==> src/rtl/counter_pkg.sv <==
// Shared types and defaults for the modulo-N counter family.
package counter_pkg;

    typedef enum logic {
        MODE_WRAP = 1'b0,
        MODE_SAT  = 1'b1
    } cnt_mode_e;

    localparam int CNT_WIDTH   = 4;
    localparam int CNT_MODULUS = 11;

    function automatic bit modulus_ok(int width, int modulus);
        return (width >= 1) && (modulus >= 2) &&
               (longint'(modulus) <= (longint'(1) << width));
    endfunction

endpackage

==> src/rtl/modn_step.sv <==
// Next-count decode for one enabled step of a modulo-N counter.
module modn_step
    import counter_pkg::*;
#(
    parameter int WIDTH   = CNT_WIDTH,
    parameter int MODULUS = CNT_MODULUS
) (
    input  logic [WIDTH-1:0] count,
    input  logic             up_down,
    input  cnt_mode_e        mode,
    output logic [WIDTH-1:0] next_count,
    output logic             at_limit,
    output logic             wrap
);

    localparam logic [WIDTH:0]   MAX_EXT = (WIDTH+1)'(MODULUS - 1);
    localparam logic [WIDTH-1:0] MAX_CNT = WIDTH'(MODULUS - 1);

    logic [WIDTH:0] count_ext;

    assign count_ext = {1'b0, count};

    // Away from the limit the step cannot overflow WIDTH bits.
    always_comb begin
        next_count = count;
        wrap       = 1'b0;
        at_limit   = up_down ? (count_ext == MAX_EXT) : (count_ext == '0);
        if (!at_limit) begin
            next_count = up_down ? count + WIDTH'(1) : count - WIDTH'(1);
        end else if (mode == MODE_WRAP) begin
            wrap       = 1'b1;
            next_count = up_down ? '0 : MAX_CNT;
        end
    end

endmodule

==> src/rtl/modn_updown_counter.sv <==
// Loadable modulo-N up/down counter with wrap/saturate, tc and flags.
module modn_updown_counter
    import counter_pkg::*;
#(
    parameter int WIDTH   = CNT_WIDTH,
    parameter int MODULUS = CNT_MODULUS
) (
    input  logic             clk,
    input  logic             rst,
    input  logic             en,
    input  logic             load,
    input  logic             up_down,
    input  cnt_mode_e        mode,
    input  logic [WIDTH-1:0] data,
    output logic [WIDTH-1:0] count,
    output logic             tc,
    output logic             rollover,
    output logic             load_err
);

    if (!modulus_ok(WIDTH, MODULUS)) begin : g_bad_param
        $fatal(1, "modn_updown_counter: need 2 <= MODULUS <= 2**WIDTH");
    end

    localparam logic [WIDTH:0]   MOD_EXT = (WIDTH+1)'(MODULUS);
    localparam logic [WIDTH-1:0] MAX_CNT = WIDTH'(MODULUS - 1);

    logic [WIDTH-1:0] count_q, count_d;
    logic             rollover_q, rollover_d;
    logic             load_err_q, load_err_d;
    logic [WIDTH-1:0] step_next;
    logic             step_limit;
    logic             step_wrap;
    logic             data_over;

    modn_step #(
        .WIDTH   (WIDTH),
        .MODULUS (MODULUS)
    ) u_step (
        .count      (count_q),
        .up_down    (up_down),
        .mode       (mode),
        .next_count (step_next),
        .at_limit   (step_limit),
        .wrap       (step_wrap)
    );

    // Compared one bit wider so MODULUS = 2**WIDTH is representable.
    assign data_over = ({1'b0, data} >= MOD_EXT);

    always_comb begin
        count_d    = count_q;
        rollover_d = 1'b0;
        load_err_d = 1'b0;
        if (load) begin
            if (data_over) begin
                count_d    = MAX_CNT;
                load_err_d = 1'b1;
            end else begin
                count_d = data;
            end
        end else if (en) begin
            count_d    = step_next;
            rollover_d = step_wrap;
        end
    end

    always_ff @(posedge clk) begin
        if (rst) begin
            count_q    <= '0;
            rollover_q <= 1'b0;
            load_err_q <= 1'b0;
        end else begin
            count_q    <= count_d;
            rollover_q <= rollover_d;
            load_err_q <= load_err_d;
        end
    end

    assign count    = count_q;
    assign tc       = step_limit;
    assign rollover = rollover_q;
    assign load_err = load_err_q;

`ifndef SYNTHESIS
    always_ff @(posedge clk) begin
        if (!rst) begin
            assert ({1'b0, count_q} < MOD_EXT)
            else $error("modn_updown_counter: count out of range");
        end
    end
`endif

endmodule

==> config.mk <==
export PLATFORM = sky130hd
export DESIGN_NAME = modn_updown_counter
export DESIGN_NICKNAME = d
export VERILOG_FILES = /design/src/rtl/counter_pkg.sv /design/src/rtl/modn_step.sv /design/src/rtl/modn_updown_counter.sv
export SDC_FILE = /design/constraint.sdc
export NUM_CORES = 1
export LEC_CHECK = 0
export ABC_CLOCK_PERIOD_IN_PS = 2040
export BUFFER_PORTS_ARGS = -buffer_cell sky130_fd_sc_hd__buf_2
export CAP_MARGIN = 5
export CORE_AREA = 2 2 39 41
export DETAILED_ROUTE_END_ITERATION = 10
export DIE_AREA = 0 0 41 43
export HOLD_SLACK_MARGIN = 0.15
export PLACE_DENSITY = 0.68
export REMOVE_ABC_BUFFERS = 1
export SLEW_MARGIN = 20
export SYNTH_ARGS = -nofsm -noshare
export SYNTH_HDL_FRONTEND = slang
export SYNTH_SLANG_ARGS = --single-unit
==> constraint.sdc <==
create_clock -name clk -period 2.04 [get_ports clk]
set_clock_uncertainty 0.05 [all_clocks]
set_input_delay 0 -clock clk [delete_from_list [all_inputs] [get_ports clk]]
set_output_delay 0 -clock clk [all_outputs]
set_load 0.05 [all_outputs]
# After elaboration in Yosys (flattened, before gate mapping)

Index checks and enable logic that the tools add are counted.

$add $sub $neg: 2
Magnitude comparators: 1
Eq/ne operators: 2
Mux-type cells: 10
Bitwise gates (word level): 3
Reduce and logical (&&, ||, !) cells: 5

Operator list:

| operator                                                  | number |
|---|---|
| two-way mux 4 bit                                         | 7 |
| logical NOT 5 bit                                         | 1 |
| adder 4 x 1 -> 4 bit (second input constant)              | 1 |
| == test 4 bit (second input constant)                     | 1 |
| greater-or-equal comparator 4 bit (second input constant) | 1 |
| OR reduction 4 bit                                        | 1 |
| subtractor 4 x 1 -> 4 bit (second input constant)         | 1 |
| two-way mux 1 bit                                         | 3 |
| inequality test 3 bit (second input constant)             | 1 |
| inverter 1 bit                                            | 3 |
| AND reduction 2 bit                                       | 1 |
| nonzero test 2 bit                                        | 1 |
| OR reduction 2 bit                                        | 1 |

Register bits: 6
Bits of input ports: 10
Output and inout port bits: 7
Logic and storage cells: 26

# Depth between registers and ports, before layout

Gate-level depths: netlist of run 1.

Depth in word-level cells: 5
Mapped depth: 8
Gate-level depth less buffers: 7

# Cells and area by module

Synthesis of run 1 repeated with hierarchy kept, for this count alone.

Cells, all modules: 54
Area total of the unflattened synthesis: 469.2 um^2

Modules (own cells, without submodules):

| module              | times used | cells each | area an instance (um^2) | seq. area each (um^2) |
|---|---|---|---|---|
| modn_updown_counter | 1          | 28         | 270.3                   | 120.1 |
| modn_step           | 1          | 26         | 198.9                   | 0.0 |

# Least setup slack after synthesis of run 1

OpenSTA, ideal clock, no wires.

Kind: register -> register
Start point: register count_q[1] (netlist: count[1])
End point: register count_q[3] (netlist: count[3])
Setup time: 0.059 ns
Data arrival time: 2.144 ns
Data required time: 1.931 ns
Path slack: -0.213 ns
Cell stages (with the launch flop): 7
Buffers on the path: 0
Clock period less this slack: 2.253 ns
Path through: dfxtp_1 ha_1 a21o_1 a21oi_1 mux2_2 a211oi_1 o31a_1

Cells in the longest elaborated chain, start to end: 5
Elaborated cells on any way between the ends: 11
Classes of those cells: add/sub (2); eq/ne (2); mux (5); reduce/logical (2)

Ends and longest elaborated chain:

| element                                                       | RTL line                         | RTL |
|---|---|---|
| from (decl)                                                   | modn_updown_counter.sv:28        | `logic [WIDTH-1:0] count_q, count_d;` |
| from (signal assigned)                                        | modn_updown_counter.sv:74        | `count_q <= count_d;` |
| subtractor 4 x 1 -> 4 bit (tied with other cells)             | modn_step.sv:29                  | `next_count = up_down ? count + WIDTH'(1) : count - WIDTH'(1);` |
| two-way mux 4 bit / two-way mux 1 bit (equally long branches) | modn_step.sv:29, modn_step.sv:27 |  |
| two-way mux 4 bit                                             | modn_step.sv:28                  | `if (!at_limit) begin` |
| two-way mux 4 bit                                             | modn_updown_counter.sv:62        | `end else if (en) begin` |
| two-way mux 4 bit                                             | modn_updown_counter.sv:55        | `if (load) begin` |

Parallel ways exist; a longest one is shown, timed or not. The select of a mux whose other input is x is not followed.
A chain may end at the register's enable or synchronous reset.

# Final worst setup path of run 1

Start point: register count_q[1] (netlist: count[1])
End point: register rollover_q (netlist: rollover)

Cells in the longest elaborated chain, start to end: 4
Elaborated cells on any way between the ends: 5
Classes of those cells: eq/ne (1); mux (1); bitwise (1); reduce/logical (2)

Ends and longest elaborated chain:

| element                                                   | RTL line                  | RTL |
|---|---|---|
| == test 4 bit / logical NOT 5 bit (equally long branches) | modn_step.sv:27           | `at_limit = up_down ? (count_ext == MAX_EXT) : (count_ext == '0);` |
| two-way mux 1 bit *                                       | modn_step.sv:27           |  |
| inverter 1 bit (no source line) *                         | n/a                       |  |
| OR reduction 4 bit (no source line) *                     | n/a                       |  |
| to (signal assigned)                                      | modn_updown_counter.sv:75 | `rollover_q <= rollover_d;` |
| to (decl)                                                 | modn_updown_counter.sv:29 | `logic rollover_q, rollover_d;` |

Every way passes the cells marked *; elsewhere a longest branch is shown, timed or not.

==> metrics.cfg, run 1 <==
[run_status]
status = finished, final reports clean

[logic_synthesis]
avgSynthCellArea_um2 = 8.16
synth_cell_types = 27
synth_area_um2 = 482
ys_seq_elements = 6
netlist_instances = 59
ys_seq_area_share_pct = 24.9
synth_warnings = 0
synth_fa_ha_area_share_pct = 9.35
synth_mux_area_share_pct = 4.42
yosys.area_share.simple_pct = 20.3
synth.top_cell.area_share_pct = 24.9
synth-xor-area-share_pct = 1.82
synth_compound_area_share_pct = 30.1
synthTopCellsByArea = dfxtp_1 25%, a211oi_1 7.8%, ha_1 5.2%, inv_1 4.7%, fa_1 4.2%
synth_top_family_by_area = compound AO/OA/AOI/OAI gates
yosysTopAreaCell = dfxtp_1

[setup_path]
worst-setup-path-type = reg2reg
slowest_delay_ns = 0.53
r2r_start = count[1]$_SDFFE_PP0P_
cp-end-kind = flop
worstPathArrival_ns = 2.12
critical_path.startpoint_type = flop
cp_max_fo = 8
crit_family = buffers and inverters
path_buf_inv = 2
cp_data_required_time_ns = 2.19
crit_chain = buf_4 > or3_4 > a21boi_2 > and4b_1 > dlygate4sd3_1
slowest_stage = dlygate4sd3_1
critPathLaunch = count[1]$_SDFFE_PP0P_

[cts]
post_cts_buffers = 0
cts_sinks = 6
clkLatencyLatePin_ns = 0.26
htree_levels = 1
cts_buffers = 3
tritoncts = done
clock_path_buffers = 2
clkTransAtPathRegs_ns = 0.05
cts-root-buf = clkbuf_4

[timing]
max_freq_mhz = 509
layout_setup_ws_ns = 0.0762
hold_viol_final = 0
min_period_ns = 1.96
fin_crit_sh_pct = 96.3
slew_viol_final = 0
tightestPinTransition_ns = 0.326
tns_ns = 0
setup_viol = 0
fin_hold_ws_ns = 0.158
rsz0062_at_grt = no
slew_headroom_pct = 78.2

[detailed_routing]
detail-route-antenna-nets = 0
routed-via-count = 528
viasPerCell = 5.28
wl_per_cell_um = 12.6
wl_um = 1260
firstDrtPassIters = 4
detail_route.iter0.violations = 13
drc = 0

[pwr]
power_density_mw_per_mm2 = 687
p_leak_nw = 0.326
power_uw = 463
peakVddDrop_v = 0.000280

[global_route]
grt_pass1_vias = 478
grt_max_degree = 12
grt_overflow = 0
grt_use_total_pct = 18.2
antenna_found_initial = 0
grt_pass1_wl_um = 2090

[finish]
stdcell_count = 100
synthToLayoutAreaGrowth_pct = 40.0
fillers = 131
diodes = 0
num-nets-final = 99
final_area_um2 = 674
drive_above_1_share_pct = 29.8
final_util_pct = 48.7

[placement]
placed_area_um2 = 568
dp.cells = 89
place.gp.congestion = 0.850
place_ws_ns = 0.131
numPortBuffers = 16
hpwl_um = 880

[floorplan]
die_h_um = 43
io_pins = 17
core_mm2 = 0.00138
fp.dieArea_mm2 = 0.00176
die_w_um = 41
start_util_pct = 34.8
rows = 14

[run]
cap_violations = 0

[min_path]
min-delay-start = data[2]
hold_path.class = in2reg

## metal layers
metal | global-route usage [%] | vias to the layer above | share of wire [%]
li1 | - | 275 | -
met1 | 20.6 | 233 | 44
met2 | 28.1 | 18 | 51
met3 | 5.24 | 2 | 3.5
met4 | 11.3 | 0 | 1.3
met5 | 0 | - | 0
## path summary, 6_finish.rpt
| kind | endpoint | slack (ns) | cells past startpoint |
|---|---|---|---|
| setup / recovery | rollover$_SDFF_PP0_ | 0.08 | 5 |
| setup reg to reg | rollover$_SDFF_PP0_ | 0.08 | 5 |
| hold reg to reg | count[2]$_SDFFE_PP0P_ | 0.47 | 2 |
| hold / removal | count[2]$_SDFFE_PP0P_ | 0.16 | 3 |
## area by class of cell
cell class              instances  area (um^2)  area share, %
multi-input cells              44          322           47.7
inverters                       6         22.5           3.34
flip-flops and latches          6          120           17.8
repair buffers                 25          168           24.9
well taps                      16         20.0           2.97
clock buffers                   3         22.5           3.34
## placed cells by master, fill, tap and decap left out
cell and instances:
a41o_2 1, mux2i_1 1, and4b_1 1, mux2_2 1, ha_1 2, a221oi_1 1, o31a_1 1, nor3_1 4
a21oi_2 1, inv_1 6, a311oi_1 2, a21o_1 2, o21ai_0 1, nand2_1 4, or3_4 1, nand3_1 2
buf_4 1, fa_1 1, dfxtp_1 6, a211oi_1 5, clkbuf_4 3, dlygate4sd3_1 8, a21boi_2 1, o31ai_1 2
nor2b_1 1, a21oi_1 2, xnor2_1 1, nor4_1 1, buf_2 16, nor2_1 5
## power by group
part | internal, mW | total, mW | leakage (nW) | switching (mW)
sequential | 0.128 | 0.144 | 0.0495 | 0.0159
clock | 0.0672 | 0.119 | 0.0138 | 0.0518
combinational | 0.0800 | 0.201 | 0.263 | 0.121
total | 0.275 | 0.463 | 0.326 | 0.188
## synthesized netlist by cell type
cell type and number:
a211oi_1 5, a21boi_2 1, a21o_1 2, a21oi_1 3, a221oi_1 1, a311oi_1 2, a41o_2 1, and4b_1 1
buf_2 2, buf_6 1, dfxtp_1 6, fa_1 1, ha_1 2, inv_1 6, mux2_2 1, mux2i_1 1
nand2_1 4, nand3_1 2, nor2_1 5, nor2b_1 1, nor3_1 4, nor4_1 1, o21ai_0 1, o31a_1 1
o31ai_1 2, or3_4 1, xnor2_1 1
## state kept, by name, summed over array words and instances, names as in the netlist
signal / cells
rollover: 1
count: 4
load_err: 1
## what timing repair did
action | in CTS | in global routing
endpoints found under the hold margin | 6 | 0
resized for setup | 0 | 1
setup endpoints to repair | 0 | 1
hold buffers | 8 | 0
## worst register-to-register path: cells and delay by family, from the launching register on
kind,cells,cell delay (ns)
buf+inv,2,0.70
compound gates,1,0.24
flops,1,0.33
simple gates,2,0.58
## cell families (layout without fill, tap and decap cells)
| kind of cell | after synthesis | count (layout) |
|---|---|---|
| simple gates | 19 | 19 |
| compound gates | 19 | 19 |
| xor+xnor | 1 | 1 |
| fa+ha+maj | 3 | 3 |
| mux | 2 | 2 |
| buf+inv | 9 | 34 |
| flops | 6 | 6 |
Note: power is estimated with default switching activity, not from simulation.
==> run 2, diff against run 1 <==
--- a/config.mk
+++ b/config.mk
@@ -8,11 +8,12 @@
 export ABC_CLOCK_PERIOD_IN_PS = 2040
 export BUFFER_PORTS_ARGS = -buffer_cell sky130_fd_sc_hd__buf_2
 export CAP_MARGIN = 5
-export CORE_AREA = 2 2 39 41
+export CORE_AREA = 3 3 40 42
 export DETAILED_ROUTE_END_ITERATION = 10
-export DIE_AREA = 0 0 41 43
+export DIE_AREA = 0 0 43 45
 export HOLD_SLACK_MARGIN = 0.15
 export PLACE_DENSITY = 0.68
+export RECOVER_POWER = 25
 export REMOVE_ABC_BUFFERS = 1
 export SLEW_MARGIN = 20
 export SYNTH_ARGS = -nofsm -noshare
==> run 2 against run 1 <==
  * Via count fell by 1.3%
  * Worst hold slack improved by 0.0081 ns
  * Routed wire length fell by 5.9%
  * Global-route usage fell by 3.5 points
  * Clock-buffer cell count did not move
  * Die area rose by 9.8%
  * Total power fell by 3.0%
  * Core utilization rose by 3.1 points
  * Maximum frequency rose by 1.9%
  * Clock power fell by 8%
  * Critical endpoint unchanged
  * Largest cell class unchanged
==> metrics.cfg, run 2 (synthesized netlist as in run 1, its figures left out) <==
[setup_path]
worstPathArrival_ns = 2.07  ; was 2.12 ns
critical_path.startpoint_type = flop  ; unchanged
cp-end-kind = flop  ; unchanged
rr_worst_depth = 5  ; unchanged
r2r_slack_ns = 0.11  ; was 0.08 ns
cp_max_fo = 8  ; unchanged
worst-setup-path-type = reg2reg  ; unchanged
r2r_start = count[1]$_SDFFE_PP0P_  ; unchanged
cp_data_required_time_ns = 2.18  ; was 2.19 ns
timing.rr.end = rollover$_SDFF_PP0_  ; unchanged

[cts]
clkLatencyLatePin_ns = 0.25  ; was 0.26 ns
cts_resized = 0  ; unchanged
cts_sinks = 6  ; unchanged
clock_path_buffers = 2  ; unchanged
cts_buffers = 3  ; unchanged
clkTransAtPathRegs_ns = 0.04  ; was 0.05 ns
cts-root-buf = clkbuf_4  ; unchanged
htree_levels = 1  ; unchanged
tritoncts = done  ; unchanged

[placement]
hpwl_um = 812  ; was 880 um
numPortBuffers = 16  ; unchanged
place_ws_ns = 0.132  ; was 0.131 ns
place.gp.congestion = 0.717  ; was 0.850
dp.cells = 88  ; was 89
placed_area_um2 = 567  ; was 568 um^2

[floorplan]
rows = 13  ; was 14
start_util_pct = 37.5  ; was 34.8%
io_pins = 17  ; unchanged
fp.dieArea_mm2 = 0.00194  ; was 0.00176 mm^2
die_w_um = 43  ; was 41 um
die_h_um = 45  ; was 43 um
core_mm2 = 0.00128  ; was 0.00138 mm^2

[timing]
hold_viol_final = 0  ; unchanged
setup_viol = 0  ; unchanged
slew_headroom_pct = 61.0  ; was 78.2%
fin_hold_ws_ns = 0.166  ; was 0.158 ns
tns_ns = 0  ; unchanged
tightestPinTransition_ns = 0.587  ; was 0.326 ns
fin_crit_sh_pct = 94.5  ; was 96.3%
min_period_ns = 1.93  ; was 1.96 ns
rsz0062_at_grt = no  ; unchanged
slew_viol_final = 0  ; unchanged
layout_setup_ws_ns = 0.112  ; was 0.0762 ns
max_freq_mhz = 519  ; was 509 MHz

[finish]
final_util_pct = 51.8  ; was 48.7%
diodes = 0  ; unchanged
final_area_um2 = 666  ; was 674 um^2
synthToLayoutAreaGrowth_pct = 38.2  ; was 40.0%
num-nets-final = 99  ; unchanged
final_cell_mix = 13 x buf_2, 8 x dlygate4sd3_1, 6 x inv_1, 6 x dfxtp_1  ; was 16 x buf_2, 8 x dlygate4sd3_1, 6 x inv_1, 6 x dfxtp_1
stdcell_count = 99  ; was 100
final_common_cell = buf_2  ; unchanged
largest_register_ff_count = 4  ; unchanged
drive_above_1_share_pct = 25.0  ; was 29.8%

[pwr]
power_uw = 450  ; was 463 uW
peakVddDrop_v = 0.000435  ; was 0.000280 V
power_density_mw_per_mm2 = 675  ; was 687 mW/mm^2
p_leak_nw = 0.313  ; was 0.326 nW

[run_status]
status = finished, final reports clean  ; unchanged

[detailed_routing]
detail_route.iter0.violations = 10  ; was 13
wl_per_cell_um = 12.0  ; was 12.6 um
detail-route-antenna-nets = 0  ; unchanged
routed-via-count = 521  ; was 528
drc = 0  ; unchanged
viasPerCell = 5.26  ; was 5.28
wl_um = 1190  ; was 1260 um
firstDrtPassIters = 4  ; unchanged

[min_path]
min-delay-start = data[1]  ; was data[2]
holdPathStages = 4  ; was 3
hold_path.class = in2reg  ; unchanged
holdPathEnd = count[1]$_SDFFE_PP0P_  ; was count[2]$_SDFFE_PP0P_

[global_route]
antenna_found_initial = 0  ; unchanged
grt_use_total_pct = 14.7  ; was 18.2%
grt_overflow = 0  ; unchanged
grt_max_degree = 12  ; unchanged
grt_pass1_wl_um = 2060  ; was 2090 um
grt_pass1_vias = 496  ; was 478

[run]
cap_violations = 0  ; unchanged

-- run 2: cell count changes in the layout (fill, tap and decap cells not counted), sizes merged --
cell	previous run	this run
buf	17	14
clkbuf	3	6
-- run 2: how the worst max path moves through the flow --
stage / start / to / slack (ns) / depth (start not counted)
floorplan: count[1]$_SDFFE_PP0P_ / count[3]$_SDFFE_PP0P_ / -0.21 / 6
detailed placement: up_down / count[3]$_SDFFE_PP0P_ / 0.13 / 8
finish: count[1]$_SDFFE_PP0P_ / rollover$_SDFF_PP0_ / 0.11 / 5
global route: count[1]$_SDFFE_PP0P_ / rollover$_SDFF_PP0_ / 0.03 / 5
global placement: up_down / count[3]$_SDFFE_PP0P_ / 0.13 / 8
CTS: count[1]$_SDFFE_PP0P_ / rollover$_SDFF_PP0_ / 0.13 / 5
-- run 2: repair_timing --
action                                  4_1_cts  5_1_grt
hold endpoints to repair                      6        0
hold buffers                                  8        0
endpoints found under the setup margin        0        0
buffers inserted                              0        0
-- run 2: critical path, cell delays in order, from the launching register on --
cell and delay (ns):
dfxtp_1 0.31, buf_4 0.16, or3_4 0.37, a21boi_2 0.24, and4b_1 0.21, dlygate4sd3_1 0.53
-- run 2: cell type report --
cell class                 instances  area, um^2
multi-input combinational         44         318
inverter                           6        22.5
sequential                         6         120
fill                             128         619
tap                               15        18.8
clock buffer                       3        22.5
timing repair buffer              25         164
-- run 2: per-layer routing --
metal	wire length, um	vias up	global-route usage [%]
met5	0	-	0
met4	0	0	5.42
met3	62	0	7.17
met2	592	14	24.0
met1	530	236	16.8
li1	-	271	-
-- run 2: where the power goes --
group / switching, mW / internal [mW]
Combinational: 0.119 / 0.0778
Sequential: 0.0156 / 0.128
Clock: 0.0427 / 0.0665
Total: 0.177 / 0.272
